## src/rtl/i2c_pkg.sv

```systemverilog
// Shared definitions for the MT9V034-style I2C target: FSM states, ACK levels, default address.
// Latency: n/a (types and constants only).
// Backpressure: n/a.
package i2c_pkg;

    localparam logic [6:0] MT9V034_DEV_ADDR = 7'h48;

    // Level on SDA during the acknowledge bit
    localparam logic ACK  = 1'b0;
    localparam logic NACK = 1'b1;

    typedef enum logic [3:0] {
        ST_IDLE,
        ST_DEV,
        ST_DEV_ACK,
        ST_REG,
        ST_REG_ACK,
        ST_WR_MSB,
        ST_WR_MSB_ACK,
        ST_WR_LSB,
        ST_WR_LSB_ACK,
        ST_RD_MSB,
        ST_RD_MSB_ACK,
        ST_RD_LSB,
        ST_RD_LSB_ACK,
        ST_WAIT_STOP
    } state_t;

endpackage

```

## src/rtl/i2c_mt9v034_slave_if.sv

```systemverilog
// Bus bundle between the I2C target and its environment: pin levels, open-drain SDA enable,
// and the register-bank strobe/address/data port. Latency: n/a (wires only).
// Backpressure: none; the register bank must answer rd_data combinationally for rd_addr.
interface i2c_mt9v034_slave_if;

    logic        scl_in;   // SCL pin level
    logic        sda_in;   // SDA pin level
    logic        sda_oe;   // 1 = pull SDA low
    logic        wr_en;    // one-clk write strobe
    logic [7:0]  wr_addr;
    logic [15:0] wr_data;
    logic        rd_en;    // one-clk read strobe, rd_data sampled this cycle
    logic [7:0]  rd_addr;
    logic [15:0] rd_data;
    logic        busy;     // addressed transaction in progress

    modport slave (
        input  scl_in, sda_in, rd_data,
        output sda_oe, wr_en, wr_addr, wr_data, rd_en, rd_addr, busy
    );

    modport master (
        output scl_in, sda_in, rd_data,
        input  sda_oe, wr_en, wr_addr, wr_data, rd_en, rd_addr, busy
    );

endinterface

```

## src/rtl/i2c_in_filter.sv

```systemverilog
// SCL/SDA conditioner: 2-flop synchronizer, stability filter, SCL edge and START/STOP detection.
// Latency: pin change to event pulse is 2 + FILTER_LEN clk.
// Backpressure: none; events are single-cycle pulses that must be consumed when presented.
// Ports: scl_raw/sda_raw pin levels in; sda_lvl filtered SDA; scl_rise/scl_fall/start/stop pulses.
module i2c_in_filter #(
    parameter int FILTER_LEN = 3
) (
    input  logic clk,
    input  logic rst_n,
    input  logic scl_raw,
    input  logic sda_raw,
    output logic sda_lvl,
    output logic scl_rise,
    output logic scl_fall,
    output logic start,
    output logic stop
);

    localparam int CW = $clog2(FILTER_LEN + 1);

    // Bit 0 = SCL, bit 1 = SDA. Idle bus is high, so everything resets to 1.
    logic [1:0]    meta;
    logic [1:0]    sync;
    logic [1:0]    filt;
    logic [1:0]    filt_d;
    logic [CW-1:0] cnt [2];

    always_ff @(posedge clk or negedge rst_n) begin
        if (!rst_n) begin
            meta   <= 2'b11;
            sync   <= 2'b11;
            filt_d <= 2'b11;
        end else begin
            meta   <= {sda_raw, scl_raw};
            sync   <= meta;
            filt_d <= filt;
        end
    end

    // A new level is accepted only after it has been seen FILTER_LEN cycles in a row;
    // any bounce back to the current level restarts the count.
    always_ff @(posedge clk or negedge rst_n) begin
        if (!rst_n) begin
            filt <= 2'b11;
            for (int i = 0; i < 2; i++) begin
                cnt[i] <= '0;
            end
        end else begin
            for (int i = 0; i < 2; i++) begin
                if (sync[i] == filt[i]) begin
                    cnt[i] <= '0;
                end else if (cnt[i] == CW'(FILTER_LEN - 1)) begin
                    filt[i] <= sync[i];
                    cnt[i]  <= '0;
                end else begin
                    cnt[i] <= cnt[i] + CW'(1);
                end
            end
        end
    end

    assign sda_lvl  = filt[1];
    assign scl_rise =  filt[0] & ~filt_d[0];
    assign scl_fall = ~filt[0] &  filt_d[0];
    // SDA edges only count as START/STOP when SCL was and still is high
    assign start    = filt_d[1] & ~filt[1] & filt[0] & filt_d[0];
    assign stop     = ~filt_d[1] & filt[1] & filt[0] & filt_d[0];

endmodule

```

## src/rtl/i2c_mt9v034_slave.sv

```systemverilog
// MT9V034-style I2C register target: 7-bit address, 8-bit register pointer, 16-bit big-endian data.
// Latency: sda_oe 1 clk after detected SCL fall; wr_en 1 clk after LSB bit-0 rise; rd_en on the SCL-fall event.
// Backpressure: none (no clock stretching); rd_data must be valid combinationally for rd_addr.
// Ports: clk, rst_n (async active-low), bus (slave modport: pins, sda_oe, wr_*/rd_* register port, busy).
module i2c_mt9v034_slave
    import i2c_pkg::*;
#(
    parameter logic [6:0] DEV_ADDR   = MT9V034_DEV_ADDR,
    parameter int         FILTER_LEN = 3
) (
    input  logic                   clk,
    input  logic                   rst_n,
    i2c_mt9v034_slave_if.slave     bus
);

    logic ev_rise;
    logic ev_fall;
    logic ev_start;
    logic ev_stop;
    logic sda_lvl;

    i2c_in_filter #(
        .FILTER_LEN (FILTER_LEN)
    ) u_in_filter (
        .clk      (clk),
        .rst_n    (rst_n),
        .scl_raw  (bus.scl_in),
        .sda_raw  (bus.sda_in),
        .sda_lvl  (sda_lvl),
        .scl_rise (ev_rise),
        .scl_fall (ev_fall),
        .start    (ev_start),
        .stop     (ev_stop)
    );

    state_t      state,     state_nxt;
    logic [3:0]  cnt,       cnt_nxt;        // SCL rises seen in the current byte (0..8)
    logic [7:0]  shift,     shift_nxt;      // incoming byte
    logic [7:0]  msb,       msb_nxt;        // held MSB of a write word
    logic [7:0]  ptr,       ptr_nxt;        // register address pointer
    logic [15:0] rd_sh,     rd_sh_nxt;      // outgoing word, bit 15 is on the wire
    logic        mack,      mack_nxt;       // master ACK sampled after a read LSB
    logic        sda_oe_q,  sda_oe_nxt;
    logic        wr_en_q,   wr_en_nxt;
    logic [7:0]  wr_addr_q, wr_addr_nxt;
    logic [15:0] wr_data_q, wr_data_nxt;
    logic        rd_en_c;
    logic        load_word;
    logic        next_bit;

    always_comb begin
        state_nxt   = state;
        cnt_nxt     = cnt;
        shift_nxt   = shift;
        msb_nxt     = msb;
        ptr_nxt     = ptr;
        rd_sh_nxt   = rd_sh;
        mack_nxt    = mack;
        sda_oe_nxt  = sda_oe_q;
        wr_en_nxt   = 1'b0;
        wr_addr_nxt = wr_addr_q;
        wr_data_nxt = wr_data_q;
        rd_en_c     = 1'b0;
        load_word   = 1'b0;
        next_bit    = 1'b0;

        // STOP wins over everything, including an ACK that is about to be driven
        if (ev_stop) begin
            state_nxt  = ST_IDLE;
            sda_oe_nxt = 1'b0;
        end else if (ev_start) begin
            state_nxt  = ST_DEV;
            cnt_nxt    = '0;
            sda_oe_nxt = 1'b0;
        end else if (ev_rise) begin
            case (state)
                ST_DEV, ST_REG, ST_WR_MSB, ST_WR_LSB: begin
                    shift_nxt = {shift[6:0], sda_lvl};
                    cnt_nxt   = cnt + 4'd1;
                    // Word is complete on the 8th LSB bit; the ACK clock that follows
                    // does not have to happen for the write to land.
                    if (state == ST_WR_LSB && cnt == 4'd7) begin
                        wr_en_nxt   = 1'b1;
                        wr_addr_nxt = ptr;
                        wr_data_nxt = {msb, shift[6:0], sda_lvl};
                        ptr_nxt     = ptr + 8'd1;
                    end
                end
                ST_RD_MSB, ST_RD_LSB: begin
                    cnt_nxt = cnt + 4'd1;
                end
                ST_RD_LSB_ACK: begin
                    mack_nxt = sda_lvl;
                end
                default: ;
            endcase
        end else if (ev_fall) begin
            case (state)
                ST_DEV: begin
                    if (cnt == 4'd8) begin
                        cnt_nxt = '0;
                        if (shift[7:1] == DEV_ADDR) begin
                            state_nxt  = ST_DEV_ACK;
                            sda_oe_nxt = 1'b1;
                        end else begin
                            state_nxt  = ST_WAIT_STOP;
                        end
                    end
                end
                ST_DEV_ACK: begin
                    if (shift[0]) begin
                        load_word = 1'b1;
                    end else begin
                        state_nxt  = ST_REG;
                        sda_oe_nxt = 1'b0;
                    end
                end
                ST_REG: begin
                    if (cnt == 4'd8) begin
                        ptr_nxt    = shift;
                        state_nxt  = ST_REG_ACK;
                        sda_oe_nxt = 1'b1;
                        cnt_nxt    = '0;
                    end
                end
                ST_REG_ACK: begin
                    state_nxt  = ST_WR_MSB;
                    sda_oe_nxt = 1'b0;
                end
                ST_WR_MSB: begin
                    if (cnt == 4'd8) begin
                        msb_nxt    = shift;
                        state_nxt  = ST_WR_MSB_ACK;
                        sda_oe_nxt = 1'b1;
                        cnt_nxt    = '0;
                    end
                end
                ST_WR_MSB_ACK: begin
                    state_nxt  = ST_WR_LSB;
                    sda_oe_nxt = 1'b0;
                end
                ST_WR_LSB: begin
                    if (cnt == 4'd8) begin
                        state_nxt  = ST_WR_LSB_ACK;
                        sda_oe_nxt = 1'b1;
                        cnt_nxt    = '0;
                    end
                end
                ST_WR_LSB_ACK: begin
                    state_nxt  = ST_WR_MSB;
                    sda_oe_nxt = 1'b0;
                end
                ST_RD_MSB: begin
                    if (cnt == 4'd8) begin
                        state_nxt  = ST_RD_MSB_ACK;
                        sda_oe_nxt = 1'b0;
                        cnt_nxt    = '0;
                    end else if (cnt != 4'd0) begin
                        next_bit = 1'b1;
                    end
                end
                ST_RD_MSB_ACK: begin
                    // Master ACK after the MSB is ignored; always continue with the LSB
                    state_nxt = ST_RD_LSB;
                    cnt_nxt   = '0;
                    next_bit  = 1'b1;
                end
                ST_RD_LSB: begin
                    if (cnt == 4'd8) begin
                        state_nxt  = ST_RD_LSB_ACK;
                        sda_oe_nxt = 1'b0;
                        cnt_nxt    = '0;
                    end else if (cnt != 4'd0) begin
                        next_bit = 1'b1;
                    end
                end
                ST_RD_LSB_ACK: begin
                    if (mack == ACK) begin
                        load_word = 1'b1;
                    end else begin
                        state_nxt  = ST_WAIT_STOP;
                        sda_oe_nxt = 1'b0;
                    end
                end
                default: ;
            endcase
        end

        // Fetch a new word from the bank and put its bit 15 on the wire
        if (load_word) begin
            rd_en_c    = 1'b1;
            rd_sh_nxt  = bus.rd_data;
            sda_oe_nxt = ~bus.rd_data[15];
            ptr_nxt    = ptr + 8'd1;
            cnt_nxt    = '0;
            state_nxt  = ST_RD_MSB;
        end

        // Advance the outgoing word by one bit
        if (next_bit) begin
            rd_sh_nxt  = {rd_sh[14:0], 1'b0};
            sda_oe_nxt = ~rd_sh[14];
        end
    end

    always_ff @(posedge clk or negedge rst_n) begin
        if (!rst_n) begin
            state     <= ST_IDLE;
            cnt       <= '0;
            shift     <= '0;
            msb       <= '0;
            ptr       <= '0;
            rd_sh     <= '0;
            mack      <= NACK;
            sda_oe_q  <= 1'b0;
            wr_en_q   <= 1'b0;
            wr_addr_q <= '0;
            wr_data_q <= '0;
        end else begin
            state     <= state_nxt;
            cnt       <= cnt_nxt;
            shift     <= shift_nxt;
            msb       <= msb_nxt;
            ptr       <= ptr_nxt;
            rd_sh     <= rd_sh_nxt;
            mack      <= mack_nxt;
            sda_oe_q  <= sda_oe_nxt;
            wr_en_q   <= wr_en_nxt;
            wr_addr_q <= wr_addr_nxt;
            wr_data_q <= wr_data_nxt;
        end
    end

    assign bus.sda_oe  = sda_oe_q;
    assign bus.wr_en   = wr_en_q;
    assign bus.wr_addr = wr_addr_q;
    assign bus.wr_data = wr_data_q;
    assign bus.rd_en   = rd_en_c;
    // The pointer only moves on REG capture, a write word, or rd_en, so it is stable between reads
    assign bus.rd_addr = ptr;
    assign bus.busy    = !(state == ST_IDLE || state == ST_DEV || state == ST_WAIT_STOP);

endmodule

```

## src/flat_wrapper.sv

```systemverilog
// flat-port wrapper written by rule: the top's interface ports become plain ports
module i2c_mt9v034_slave_flat import i2c_pkg::*;
#(
    parameter logic [6:0] DEV_ADDR   = MT9V034_DEV_ADDR,
    parameter int         FILTER_LEN = 3
)
  (clk, rst_n, bus_scl_in, bus_sda_in, bus_rd_data, bus_sda_oe, bus_wr_en, bus_wr_addr, bus_wr_data, bus_rd_en, bus_rd_addr, bus_busy);
  i2c_mt9v034_slave_if bus_i ();
  input  logic clk;
  input  logic rst_n;
  input wire logic [$bits(bus_i.scl_in)-1:0] bus_scl_in;
  input wire logic [$bits(bus_i.sda_in)-1:0] bus_sda_in;
  input wire logic [$bits(bus_i.rd_data)-1:0] bus_rd_data;
  output wire logic [$bits(bus_i.sda_oe)-1:0] bus_sda_oe;
  output wire logic [$bits(bus_i.wr_en)-1:0] bus_wr_en;
  output wire logic [$bits(bus_i.wr_addr)-1:0] bus_wr_addr;
  output wire logic [$bits(bus_i.wr_data)-1:0] bus_wr_data;
  output wire logic [$bits(bus_i.rd_en)-1:0] bus_rd_en;
  output wire logic [$bits(bus_i.rd_addr)-1:0] bus_rd_addr;
  output wire logic [$bits(bus_i.busy)-1:0] bus_busy;
  assign bus_i.scl_in = bus_scl_in;
  assign bus_i.sda_in = bus_sda_in;
  assign bus_i.rd_data = bus_rd_data;
  assign bus_sda_oe = bus_i.sda_oe;
  assign bus_wr_en = bus_i.wr_en;
  assign bus_wr_addr = bus_i.wr_addr;
  assign bus_wr_data = bus_i.wr_data;
  assign bus_rd_en = bus_i.rd_en;
  assign bus_rd_addr = bus_i.rd_addr;
  assign bus_busy = bus_i.busy;
  i2c_mt9v034_slave #(.DEV_ADDR(DEV_ADDR), .FILTER_LEN(FILTER_LEN)) u_core (.clk(clk), .rst_n(rst_n), .bus(bus_i));
endmodule
```

## config.mk

```make
export PLATFORM = sky130hd
export DESIGN_NAME = i2c_mt9v034_slave_flat
export DESIGN_NICKNAME = d
export VERILOG_FILES = /design/src/rtl/i2c_pkg.sv /design/src/rtl/i2c_mt9v034_slave_if.sv /design/src/rtl/i2c_in_filter.sv /design/src/rtl/i2c_mt9v034_slave.sv /design/src/flat_wrapper.sv
export SDC_FILE = /design/constraint.sdc
export NUM_CORES = 1
export LEC_CHECK = 0
export ABC_AREA = 1
export CAP_MARGIN = 20
export CORE_ASPECT_RATIO = 1.25
export CORE_MARGIN = 2
export CORE_UTILIZATION = 45
export CTS_BUF_LIST = sky130_fd_sc_hd__clkbuf_8
export CTS_CLUSTER_DIAMETER = 40
export DETAILED_ROUTE_END_ITERATION = 8
export PLACE_DENSITY = 0.67
export SKIP_LAST_GASP = 1
export SYNTH_ARGS = -nofsm -noshare
export SYNTH_HDL_FRONTEND = slang
export SYNTH_SLANG_ARGS = --single-unit
```

## constraint.sdc

```tcl
create_clock -name clk -period 3.2 [get_ports clk]
set_clock_uncertainty 0.2 [all_clocks]
set_input_delay 0.8 -clock clk [delete_from_list [all_inputs] [get_ports clk]]
set_output_delay 0.8 -clock clk [all_outputs]
set_load 0.05 [all_outputs]
```

==> metrics.md <==
| Metric | Value |
|---|---|
| Status | complete, no violations |
| Reg2Reg Depth | 10 |
| Worst Path Buf+Inv | 4 |
| CTS Buffer Depth | 2 |
| WL/cell | about 13 um |
| Fillers | 960 |
| Top cells by area, synth | dfrtp_1, nand2_1, dfstp_2 |
| Global-route wire length before repair | 16800 um |
| Largest net degree at the start of global routing | between 40 and 50 |
| Final layout net count | 660 |
| Gr ovfl total | 0 |
| Worst-Skew Late Latency | 0.36 ns |
| Vias | 3749 |
| P per Cell Area | 730 nW/um2 |
| Num rows | 40 |
| Fraction of layout cells with a size suffix above 1 | 10.2% |
| Simple-gate share of the synthesized area | about a third |
| CP Data Required Time | about 2.2 ns |
| Die Y | 115 um |
| DRT Wirelength | 9910 um |
| Post-Synthesis Cells | 579 |
| Slew headroom | between 60% and 70% |
| Antenna viol nets, final | 0 |
| Die area | 10700 um2 |
| Hold Startpoint | u_core.u_in_filter.meta[0] |
| Clock root cell | clkbuf_8 |
| Starting DRT DRC Count | 166 |
| Number of global-route vias before repair | 3632 |
| Drt first pass iters | 4 |
| CP startpoint kind | flip-flop |
| Final min period | 3.02 ns |
| Worst-path clk slew | 0.09 ns |
| WP data arrival | 2.02 ns |
| Peak supply drop | 0.482 mV |
| Worst setup EP type | primary output |
| Count leader, synth | nand2_1 |
| RSZ-0062 raised after global routing | false |
| Number of diodes | 0 |
| Final Slew Violations | 0 |
| Cell family with most CP delay | flip-flops |
| Synth Net Count | 605 |
| H-tree levels | 3 |
| P&R area growth vs syn | 18.8% |
| Routability cong. | 0.910 |
| Ys Warns | 0 |
| Synth Area in Adders | between 1.5 and 2% |
| Leading area contributor after synthesis | dfrtp_1 |
| Reg2reg end | u_core.bus.wr_addr[0] |
| Sink Count | 86 |
| Mean Syn Cell Area | ~7.7 um2 |
| Post-synth EDFFs | 0 |
| Max Freq | 331 MHz |
| Post-synthesis mux area share | 0% |
| Initial core utilization | 46.4% |
| Tcrit/Tclk final | a little over nine tenths |
| DIE WIDTH | 93 um |
| Synth Area in XOR/XNOR | 0.786% |
| I/O pins | 56 |
| Top-area cell type share of the netlist area | 43.2% |
| Hold depth | 0 |
| Multi-input logic area | between 1500 and 2000 um2 |
| Seq/Total Area, Yosys | 48.6% |
| Actual slew at the worst max-slew pin | 0.600 ns |
| Initial antenna violation count | 0 |
| Mapped cell area | 4460 um2 |
| Top_reg_cell synth | dfrtp_1 |
| Worst Hold Class | flip-flop to flip-flop |
| Slowest CP cell | dfstp_2 |
| Synth Area in Compound Gates | between 8 and 9% |
| Number of synthesized register bits | 86 |
| Maximum fanout along the worst path | 26 |
| Pleak | 2.58 nW |
| CTS tree | built |
| Synth unique cells | 34 |
| # DRC | 0 |
| Asr flop ratio synth | 100% |
| Final Hold Fails | 0 |
| Seq. cell area | 2160 um2 |
| Largest family of logic cells by synthesized area | simple AND/OR/NAND/NOR gates |
| Final setup vio count | 0 |
| Maxcap violations | 0 |
| Critical path, cell by cell | inv_1 -> ha_1 -> nor2_4 -> inv_2 -> nor2_8 -> nand2_8 -> inv_8 -> buf_12 |
| Via/cell ratio | ~4.9 |
| Synth cell count leaders | nand2_1, dfrtp_1, inv_1 |
| Setup ws final | 0.176 ns |
| # port buffers | 55 |
| R2R setup slack | 0.87 ns |
| Reg2reg start | u_core.u_in_filter.filt_d[0] |
| Total CTS buffers | 9 |
| Hold endpoint | u_core.u_in_filter.sync[0] |
| Placeable Area | a little under 10000 um2 |
| Pre-CTS worst setup slack | approximately 0.48 ns |
| Slowest cell delay on critical path | 0.55 ns |
| Gr usage total | 19.9% |
| CP Class | flip-flop to primary output |
| Post-Route Setup TNS | 0 ns |
| DP HPWL | 7340 um |
[flip-flops by register name (all words and copies together) (netlist names), 4 cells and up]
signal                  count
u_core.bus.wr_addr          8
u_core.cnt                  4
u_core.bus.rd_addr          8
u_core.rd_sh               15
u_core.state                4
u_core.msb                  8
u_core.shift                8
u_core.bus.wr_data         16
u_core.u_in_filter.cnt      4
[placed cells by master (no fill, tap or decap), types with 5 or more instances in the layout]
| cell | synthesis | routed |
|---|---|---|
| o21ai_1 | 16 | 16 |
| buf_4 | 4 | 5 |
| nand3_1 | 39 | 39 |
| o21ai_0 | 38 | 38 |
| a21oi_1 | 14 | 14 |
| nand4_1 | 5 | 5 |
| nand2_1 | 223 | 223 |
| nand2_2 | 10 | 10 |
| clkdlybuf4s50_1 | 0 | 52 |
| nor2_1 | 40 | 40 |
| inv_1 | 49 | 50 |
| dfstp_2 | 9 | 9 |
| clkbuf_8 | 0 | 10 |
| inv_2 | 8 | 8 |
| nor3_1 | 6 | 6 |
| ha_1 | 6 | 6 |
| dfrtp_1 | 77 | 77 |
[per-stage QoR]
stage	power, mW	std cells	utilization [%]	area, um2	hold slack (ns)
finish	3.86	765	55.1	5290	0.162
global placement	3.09	749	52.9	5080	0.155
floorplan	2.70	579	-	4460	0.145
global route	4.20	765	55.1	5290	0.169
detailed placement	3.10	749	52.9	5080	0.150
CTS	3.89	765	55.0	5280	0.164
[power by group]
part | internal [mW] | switching, mW | leakage, nW
clock | 0.379 | 0.396 | 0.0997
sequential | 1.32 | 0.191 | 1.10
combinational | 0.504 | 1.07 | 1.38
total | 2.21 | 1.66 | 2.58
[layer usage]
metal / global-route usage, % / routed length (um)
met5: 0 / 0
met4: 9.02 / 280
met3: 3.41 / 318
met2: 33.3 / 4930
met1: 25.3 / 4380
[area by class of cell]
class / instances / area share (%)
clock buffers: 10 / 2.60
flip-flops and latches: 86 / 40.9
repair buffers: 59 / 11.3
clock inverters: 6 / 1.18
inverters: 58 / 4.26
multi-input cells: 420 / 36.8
well taps: 126 / 2.98
[how the worst max path moves through the flow]
stage	startpoint	endpoint	slack, ns	cells past startpoint
6_report	u_core.u_in_filter.filt_d[0]	bus_rd_en	0.18	8
5_1_grt	u_core.u_in_filter.filt_d[0]	bus_rd_en	0.04	8
4_1_cts	u_core.u_in_filter.filt_d[0]	bus_rd_en	0.08	8
3_5_place_dp	u_core.u_in_filter.filt_d[0]	bus_rd_en	0.48	8
3_3_place_gp	u_core.u_in_filter.filt_d[0]	bus_rd_en	0.52	8
2_1_floorplan	u_core.u_in_filter.filt_d[0]	bus_rd_en	0.60	9
[repair_timing]
| action | 4_1_cts | 5_1_grt |
|---|---|---|
| setup endpoints to repair | 0 | 1 |
| gates resized for setup | 0 | 3 |
| hold buffers | 0 | 0 |
| setup buffers | 0 | 0 |
[cells by family (layout without fill, tap and decap cells)]
kind of cell	Yosys count	in the layout
buf+inv	73	133
xor+xnor	4	4
compound gates	73	73
simple gates	337	337
fa+ha+maj	6	6
flops	86	86
No activity file was read; power rests on OpenSTA's default activity.
